`src/rtl/maxpool_window_gen.sv`:
```
// 2x2 stride-2 window generator for the max-pool datapath: buffers one row and
// emits {a,b,c,d} per window. Optional win_count output under MAXPOOL_WIN_CNT_EN.
module maxpool_window_gen #(
  parameter int MAX_WIDTH  = 64,
  parameter int MAX_HEIGHT = 512
) (
  input  logic                          clk,
  input  logic                          rst_n,
  input  logic                          start,
  input  logic [$clog2(MAX_WIDTH):0]    cfg_width,
  input  logic [$clog2(MAX_HEIGHT):0]   cfg_height,
  input  logic                          pix_valid,
  input  logic signed [7:0]             pix_data,
  output logic                          pix_ready,
  output logic                          win_valid,
  output logic signed [7:0]             win_a,
  output logic signed [7:0]             win_b,
  output logic signed [7:0]             win_c,
  output logic signed [7:0]             win_d,
  output logic                          busy,
  output logic                          frame_done,
  output logic                          cfg_err
`ifdef MAXPOOL_WIN_CNT_EN
  ,
  output logic [15:0]                   win_count
`endif
);

  localparam int WW = $clog2(MAX_WIDTH) + 1;
  localparam int HW = $clog2(MAX_HEIGHT) + 1;
  localparam int AW = $clog2(MAX_WIDTH);

  typedef enum logic [1:0] {
    IDLE    = 2'd0,
    ROW_TOP = 2'd1,
    ROW_BOT = 2'd2,
    DONE    = 2'd3
  } state_t;

  state_t            state_q, state_d;
  logic [WW-1:0]     width_q, width_d;
  logic [HW-1:0]     height_q, height_d;
  logic [WW-1:0]     col_q, col_d;
  logic [HW-1:0]     row_q, row_d;
  logic signed [7:0] hold_q, hold_d;
  logic              win_valid_q, win_valid_d;
  logic signed [7:0] win_a_q, win_a_d;
  logic signed [7:0] win_b_q, win_b_d;
  logic signed [7:0] win_c_q, win_c_d;
  logic signed [7:0] win_d_q, win_d_d;
  logic              frame_done_q, frame_done_d;
  logic              cfg_err_q, cfg_err_d;

  logic signed [7:0] linebuf_q [MAX_WIDTH];
  logic              lb_we;
  logic              accept;
  logic              col_last;
  logic              cfg_ok;
  logic [AW-1:0]     col_idx;
  logic [AW-1:0]     col_even_idx;
  logic [HW-1:0]     row_next;

  assign pix_ready    = (state_q == ROW_TOP) || (state_q == ROW_BOT);
  assign busy         = (state_q != IDLE);
  assign accept       = pix_valid && pix_ready;
  assign col_last     = (col_q == (width_q - WW'(1)));
  assign col_idx      = col_q[AW-1:0];
  assign col_even_idx = {col_idx[AW-1:1], 1'b0};
  assign row_next     = row_q + HW'(2);

  assign cfg_ok = !cfg_width[0]  && (cfg_width  >= WW'(2)) && (cfg_width  <= WW'(MAX_WIDTH)) &&
                  !cfg_height[0] && (cfg_height >= HW'(2)) && (cfg_height <= HW'(MAX_HEIGHT));

  always_comb begin
    state_d      = state_q;
    width_d      = width_q;
    height_d     = height_q;
    col_d        = col_q;
    row_d        = row_q;
    hold_d       = hold_q;
    cfg_err_d    = cfg_err_q;
    win_valid_d  = 1'b0;
    win_a_d      = win_a_q;
    win_b_d      = win_b_q;
    win_c_d      = win_c_q;
    win_d_d      = win_d_q;
    frame_done_d = (state_q == DONE);
    lb_we        = 1'b0;

    unique case (state_q)
      IDLE: begin
        if (start) begin
          if (cfg_ok) begin
            width_d   = cfg_width;
            height_d  = cfg_height;
            col_d     = '0;
            row_d     = '0;
            cfg_err_d = 1'b0;
            state_d   = ROW_TOP;
          end else begin
            cfg_err_d = 1'b1;
          end
        end
      end

      ROW_TOP: begin
        if (accept) begin
          lb_we = 1'b1;
          if (col_last) begin
            col_d   = '0;
            state_d = ROW_BOT;
          end else begin
            col_d = col_q + WW'(1);
          end
        end
      end

      ROW_BOT: begin
        if (accept) begin
          // Even column parks the bottom-left pixel; odd column completes the window.
          if (!col_q[0]) begin
            hold_d = pix_data;
          end else begin
            win_valid_d = 1'b1;
            win_a_d     = linebuf_q[col_even_idx];
            win_b_d     = linebuf_q[col_idx];
            win_c_d     = hold_q;
            win_d_d     = pix_data;
          end
          if (col_last) begin
            col_d   = '0;
            row_d   = row_next;
            state_d = (row_next == height_q) ? DONE : ROW_TOP;
          end else begin
            col_d = col_q + WW'(1);
          end
        end
      end

      DONE: begin
        state_d = IDLE;
      end

      default: state_d = IDLE;
    endcase
  end

  always_ff @(posedge clk or negedge rst_n) begin
    if (!rst_n) begin
      state_q      <= IDLE;
      width_q      <= '0;
      height_q     <= '0;
      col_q        <= '0;
      row_q        <= '0;
      hold_q       <= '0;
      win_valid_q  <= 1'b0;
      win_a_q      <= '0;
      win_b_q      <= '0;
      win_c_q      <= '0;
      win_d_q      <= '0;
      frame_done_q <= 1'b0;
      cfg_err_q    <= 1'b0;
    end else begin
      state_q      <= state_d;
      width_q      <= width_d;
      height_q     <= height_d;
      col_q        <= col_d;
      row_q        <= row_d;
      hold_q       <= hold_d;
      win_valid_q  <= win_valid_d;
      win_a_q      <= win_a_d;
      win_b_q      <= win_b_d;
      win_c_q      <= win_c_d;
      win_d_q      <= win_d_d;
      frame_done_q <= frame_done_d;
      cfg_err_q    <= cfg_err_d;
    end
  end

  // Line buffer holds only the current top row; no reset needed.
  always_ff @(posedge clk) begin
    if (lb_we) begin
      linebuf_q[col_idx] <= pix_data;
    end
  end

  assign win_valid  = win_valid_q;
  assign win_a      = win_a_q;
  assign win_b      = win_b_q;
  assign win_c      = win_c_q;
  assign win_d      = win_d_q;
  assign frame_done = frame_done_q;
  assign cfg_err    = cfg_err_q;

`ifdef MAXPOOL_WIN_CNT_EN
  logic [15:0] win_count_q, win_count_d;

  always_comb begin
    win_count_d = win_count_q;
    if ((state_q == IDLE) && start && cfg_ok) begin
      win_count_d = '0;
    end else if (win_valid_q && (win_count_q != 16'hFFFF)) begin
      win_count_d = win_count_q + 16'd1;
    end
  end

  always_ff @(posedge clk or negedge rst_n) begin
    if (!rst_n) begin
      win_count_q <= '0;
    end else begin
      win_count_q <= win_count_d;
    end
  end

  assign win_count = win_count_q;
`endif

endmodule
```
`config.mk`:
```
export PLATFORM = sky130hd
export DESIGN_NAME = maxpool_window_gen
export DESIGN_NICKNAME = d
export VERILOG_FILES = /design/src/rtl/maxpool_window_gen.sv
export SDC_FILE = /design/constraint.sdc
export NUM_CORES = 1
export LEC_CHECK = 0
export CORE_AREA = 2 2 232 234
export DETAILED_ROUTE_END_ITERATION = 10
export DIE_AREA = 0 0 234 236
export GPL_TIMING_DRIVEN = 0
export PLACE_DENSITY = 0.69
export SYNTH_ARGS = -nofsm -noshare
export SYNTH_HDL_FRONTEND = slang
export SYNTH_SLANG_ARGS = --single-unit
```
`constraint.sdc`:
```
create_clock -name clk -period 6.5 [get_ports clk]
set_input_delay 0.65 -clock clk [delete_from_list [all_inputs] [get_ports clk]]
set_output_delay 0.65 -clock clk [all_outputs]
set_load 0.02 [all_outputs]
```
After elaboration in Yosys (flattened, before gate mapping)
Memories as Yosys holds them, arrays and structs flattened. A register that Yosys moved wholly into a read port is not among the register bits.
Index checks and enable logic that the tools add are counted.
{"block": "totals", "regBits": 63, "ram_bits": 512, "out_inout_bits": 37, "mem_count": 1}
{"name": "linebuf_q", "words": 64, "width": 8, "rd": 2, "rd_ports_with_merged_regs": 2, "wr": 1, "line": "54", "source": "logic signed [7:0] linebuf_q [MAX_WIDTH];"}
{"block": "op_classes", "add_sub_neg": 3, "magnitude_cmp": 4, "n_eq_ne": 12, "n_mux": 26, "bitwise_logic": 1, "n_reduce_logical": 23}
{"op": "10-bit two-way mux", "n": 4}
{"op": "7-bit two-way mux", "n": 4}
{"op": "10-bit case mux with 2 select lines", "n": 1}
{"op": "2-bit two-way mux", "n": 7}
{"op": "7-bit case mux with 2 select lines", "n": 1}
{"op": "2-bit != test, second input constant", "n": 6}
{"op": "10-bit by 2-bit adder with 10-bit output, second input constant", "n": 1}
{"op": "10-bit == test", "n": 1}
{"op": "10-bit by 2-bit greater-or-equal comparator with 1-bit output, second input constant", "n": 1}
{"op": "10-bit <= comparator, second input constant", "n": 1}
{"op": "3-bit AND reduction", "n": 3}
{"op": "1-bit two-way mux", "n": 8}
{"op": "2-bit case mux with 4 select lines", "n": 1}
{"op": "7-bit by 1-bit adder with 7-bit output, second input constant", "n": 1}
{"op": "7-bit == test", "n": 1}
{"op": "7-bit by 2-bit greater-or-equal comparator with 1-bit output, second input constant", "n": 1}
{"op": "7-bit <= comparator, second input constant", "n": 1}
{"op": "7-bit by 1-bit subtractor with 7-bit output, second input constant", "n": 1}
{"op": "1-bit logical AND", "n": 6}
{"op": "6-bit AND reduction", "n": 1}
{"op": "2-bit nonzero test", "n": 3}
{"op": "5-bit AND reduction", "n": 1}
{"op": "2-bit == test, second input constant", "n": 2}
{"op": "1-bit logical NOT", "n": 4}
{"op": "other kinds (8)", "n": 8}

Logic depth before layout (Yosys ltp)
Gate-level depths: netlist of the first run.
{"block": "depth", "word_depth": 9, "mapped_depth": 11, "ltp_nobuf": 9}

Worst setup path before layout of the first run
OpenSTA, ideal clock, no wires.
{"block": "synth_timing", "kind": "in2reg", "startpoint": "input cfg_width[1]", "endpoint": "register row_q[5]", "setup_time_ns": 0.126, "t_arrival_ns": 2.495, "path_slack_ns": 3.879, "path_stages": 6, "n_path_buf": 0, "cell_sequence": "or3_4 > o31a_1 > nor4_1 > o21ai_2 > o311a_1 > a311o_1"}
{"block": "synth_between", "elab_chain_len": 8}
{"element": "start, declared", "line": "10", "source": "input logic [$clog2(MAX_WIDTH):0] cfg_width,"}
{"element": "7-bit by 2-bit greater-or-equal comparator with 1-bit output", "line": "71", "source": "assign cfg_ok = !cfg_width[0] && (cfg_width >= WW'(2)) && (cfg_width <= WW'(MAX_WIDTH)) &&"}
{"element": "1-bit logical AND", "line": "71"}
{"element": "1-bit logical AND * (2 in a row)", "line": "71"}
{"element": "1-bit logical AND * (2 in a row)", "line": "72", "source": "!cfg_height[0] && (cfg_height >= HW'(2)) && (cfg_height <= HW'(MAX_HEIGHT));"}
{"element": "2-bit != test (no source line) *"}
{"element": "5-bit AND reduction (no source line) *"}
{"element": "end signal, assigned", "line": "168", "source": "row_q <= row_d;"}
{"element": "end, declared", "line": "44", "source": "logic [HW-1:0] row_q, row_d;"}
Every way passes the cells marked *; elsewhere a longest branch is shown, timed or not.
A chain may end at the register's enable or synchronous reset.

==> results of run 1 <==
==> flip-flops by register name, indices dropped and copies added, names as in the netlist, 7 cells and up <==
name	count
win_b	8
hold_q	8
win_c	8
height_q	10
width_q	7
row_q	9
linebuf_q	512
col_q	7
win_d	8
win_a	8
==> per-stage QoR <==
| step | util [%] | setup WS [ns] |
|---|---|---|
| 6_report | 55.1 | 1.65 |
| 5_1_grt | 55.1 | 1.84 |
| 4_1_cts | 55.1 | 1.96 |
| 3_5_place_dp | 51.5 | 1.97 |
| 3_3_place_gp | 51.2 | 1.66 |
| 2_1_floorplan | - | 3.88 |
==> kinds of logic after synthesis <==
kind of cell             count (synthesis)  synth area share [%]
AND/OR/NAND/NOR                        348                  6.19
XOR/XNOR                                20                 0.736
adder cells (fa/ha/maj)                  7                 0.341
buffers and inverters                  121                  2.07
AO/OA/AOI/OAI                          268                  7.58
multiplexers                           262                  15.6
flip-flops                             590                  67.5
==> where the power goes <==
part           switching, mW  total [mW]  internal (mW)
Combinational           3.12        4.69           1.57
Clock                   1.48        3.39           1.91
Sequential             0.187        4.54           4.36
==> timing repair <==
item / 4_1_cts / 5_1_grt
hold buffers: 1 / 0
endpoints found under the hold margin: 24 / 0
gates resized for setup: 0 / 0
==> cell usage after synthesis (5+ instances only) <==
library cell / number / area share (%)
clkbuf_1: 40 / 0.59
dfrtp_1: 78 / 7.6
nand2_1: 124 / 1.8
a311oi_1: 7 / 0.24
o221ai_1: 7 / 0.24
nor4_1: 7 / 0.17
a21oi_1: 42 / 0.82
o211ai_1: 6 / 0.18
mux4_2: 102 / 9.0
a22oi_1: 20 / 0.59
nor2b_1: 17 / 0.41
or3_1: 5 / 0.12
a221oi_1: 20 / 0.68
mux2i_1: 87 / 3.4
nor3_1: 14 / 0.27
buf_1: 15 / 0.22
nand4_1: 5 / 0.12
nor2_1: 123 / 1.8
ha_1: 7 / 0.34
xnor2_1: 16 / 0.55
a211oi_1: 10 / 0.29
mux2_2: 73 / 3.2
and3_1: 8 / 0.20
a221o_1: 10 / 0.39
a211o_1: 6 / 0.20
buf_4: 6 / 0.18
edfxtp_1: 512 / 60
o21ai_0: 38 / 0.74
inv_1: 14 / 0.20
and2_1: 6 / 0.15
nand3_1: 16 / 0.31
o211a_1: 5 / 0.20
a31oi_1: 22 / 0.54
buf_2: 43 / 0.84
o22ai_1: 20 / 0.49
==> layout by cell type, fill, tap and decap left out, types with 10 or more instances in the layout <==
master,synthesis,final
a211oi_1,10,10
clkinv_2,0,11
mux2i_1,87,87
edfxtp_1,512,512
o22ai_1,20,20
clkdlybuf4s50_1,0,56
o21ai_0,38,38
buf_2,43,52
clkbuf_1,40,56
inv_1,14,14
buf_1,15,14
mux4_2,102,102
xnor2_1,16,16
a221o_1,10,10
clkbuf_16,0,61
nand2_1,124,124
a31oi_1,22,22
a221oi_1,20,20
mux2_2,73,73
nand3_1,16,16
a22oi_1,20,20
nor2b_1,17,17
nor2_1,123,123
nor3_1,14,14
a21oi_1,42,42
dfrtp_1,78,78
==> worst max-delay path: cells and delay by family, from the launching register on <==
family / cells / cell delay (ns)
compound gates: 2 / 0.31
buf+inv: 5 / 2.92
flops: 1 / 0.35
mux: 1 / 0.53
simple gates: 1 / 0.58
==> path summary, 6_finish.rpt <==
path	startpoint	to	slack [ns]	cells past startpoint
worst min-delay path	hold_q[3]	win_c[3]	0.47	2
max in group asynchronous	rst_n	win_d[7]	5.34	3
worst max register to register	col_q[2]	win_b[0]	1.65	9
worst min register to register	hold_q[3]	win_c[3]	0.47	2
min in group asynchronous	rst_n	win_b[1]	0.50	2
worst max-delay path	col_q[2]	win_b[0]	1.65	9
==> area by class of cell <==
class | instances | area share [%]
Timing Repair Buffer | 75 | 2.76
Inverter | 17 | 0.218
Tap cell | 696 | 2.98
Clock buffer | 80 | 5.57
Sequential cell | 590 | 59.3
Buffer | 104 | 1.60
Clock inverter | 29 | 0.895
Multi-Input combinational cell | 905 | 26.7
==> routing by layer <==
metal / wire [um] / vias up / global-route usage, %
met1: 33600 / 8699 / 45.3
met4: 6060 / 4 / 17.4
met5: 18 / - / 0
met3: 12300 / 297 / 10.3
met2: 40300 / 1420 / 49.8
li1: - / 6728 / -
==> results.yml, run 1 <==
outcome:
  status: "finished, final reports clean"
synth:
  synth_cells: 1616
  ys_warn_count: 0
  yosysUniqueCellTypes: 77
  synth_flop_cell: "edfxtp_1"
  synth_fp_nets: 1652
  syn_area_mm2: 0.0257
  synth-edff-count: 512
  yosysSeqAreaShare_pct: 67.5
  syn_avg_cell_area_um2: 15.9
  async_flop_share_pct: 13.2
  ys_ff_latch: 590
sta:
  tns_ns: 0
  slew_headroom_pct: 3.38
  timing.final.max_slew_violations: 0
  worst_pin_slew_ns: 1.45
  post-route-min-period_ns: 4.85
  max_freq_ghz: 0.206
  setup_viol: 0
  finClkSkew_ns: 0.0375
  min_period_over_period_pct: 74.6
  holdWs_ns: 0.468
  rsz0062_at_grt: "no"
  hold_viol: 0
cells_and_area:
  area_delta_synth_final_pct: 13.9
  multiInputGateArea_mm2: 0.00780
  layout-drive-gt1-share_pct: 19.6
  fin_cells: 2496
  fillerInstances: 4124
  finish.instance_area_mm2: 0.0292
  num-nets-final: 1789
  n_antenna_cell: 0
  seqCellArea_mm2: 0.0173
global_route:
  grt_overflow: 0
  grt_pass1_vias: 16500
  grt_pass1_wl_um: 127000
  antenna_found_initial: 2
  groute.usage.overall_pct: 33.7
  grt_max_degree: 55
routing:
  vias_per_cell: 6.87
  drt_iter0_markers: 2827
  drt-total-wl_um: 92300
  drt-wirelength-per-cell_um: 37.0
  antenna_left: 0
  first_pass_iters: 6
  route.detailed.drc: 0
  vias: 17100
power:
  p_per_area_mw_per_mm2: 432
  p_leak_nw: 9.74
  ir_worst_vdd_mv: 0.316
  power_mw: 12.6
die:
  ios: 66
  die_h_um: 236
  dieWidth_um: 234
  core_mm2: 0.0531
  start_util_pct: 48.3
  num_rows: 85
  die-area_mm2: 0.0552
clocking:
  clock_latency_ns: 0.65
  clock_path_buffers: 3
  clk_pin_slew_ns: 0.06
  htreeDepth: 2
  cts_tree: "yes"
  post-cts-setup-buffers: 0
  cts_buffers: 60
  cts-root-buf: "clkbuf_16"
  cts_sinks: 590
critical_path:
  critPathKind: "reg -> reg"
  worst-path-max-fanout: 10
  crit_slowest_cell: "clkbuf_1"
  start_kind: "flip-flop"
  crit_required_ns: 7.00
  worstPathCellList: "buf_2 > clkinv_1 > buf_2 > buf_1 > clkbuf_1 > mux2i_1 > o21ai_0 > nor3_1 > a21oi_1"
  cp.arrival_ns: 5.35
  slowest_delay_ns: 1.08
  cpMostUsedCell: "buf_2"
  cp-end-kind: "flip-flop"
placement:
  dpl_cell_area_mm2: 0.0273
  portBuffers: 65
  globalplace.congestion: 1.00
  dpl.hpwl_um: 62400
  post-place-cells: 2386
worst_hold_path:
  hold_class: "reg -> reg"
flow_run:
  drv_cap: 0
Note: power is estimated with default switching activity, not from simulation.
==> run 2: changes to the inputs <==
clock period = 4.8 ns   (was 6.5 ns; I/O delays follow)
==> results of run 2 <==
Same layout as run 1 (identical final DEF). Status: finished, violations left: negative setup slack.
Main changes from that run: setup slack after placement 1.97 ns -> 0.266 ns; clock-pin slew on the worst setup and hold paths 0.06 ns -> 0.07 ns; setup slack after layout 1.65 ns -> -0.0509 ns; setup TNS 0 ns -> -0.0509 ns; hold slack 0.468 ns -> 0.334 ns; number of setup violations in the final report 0 -> 1; register-to-register setup slack 1.65 ns -> -0.05 ns; total power 12.6 mW -> 17.1 mW; worst IR drop on VDD 0.316 mV -> 0.429 mV
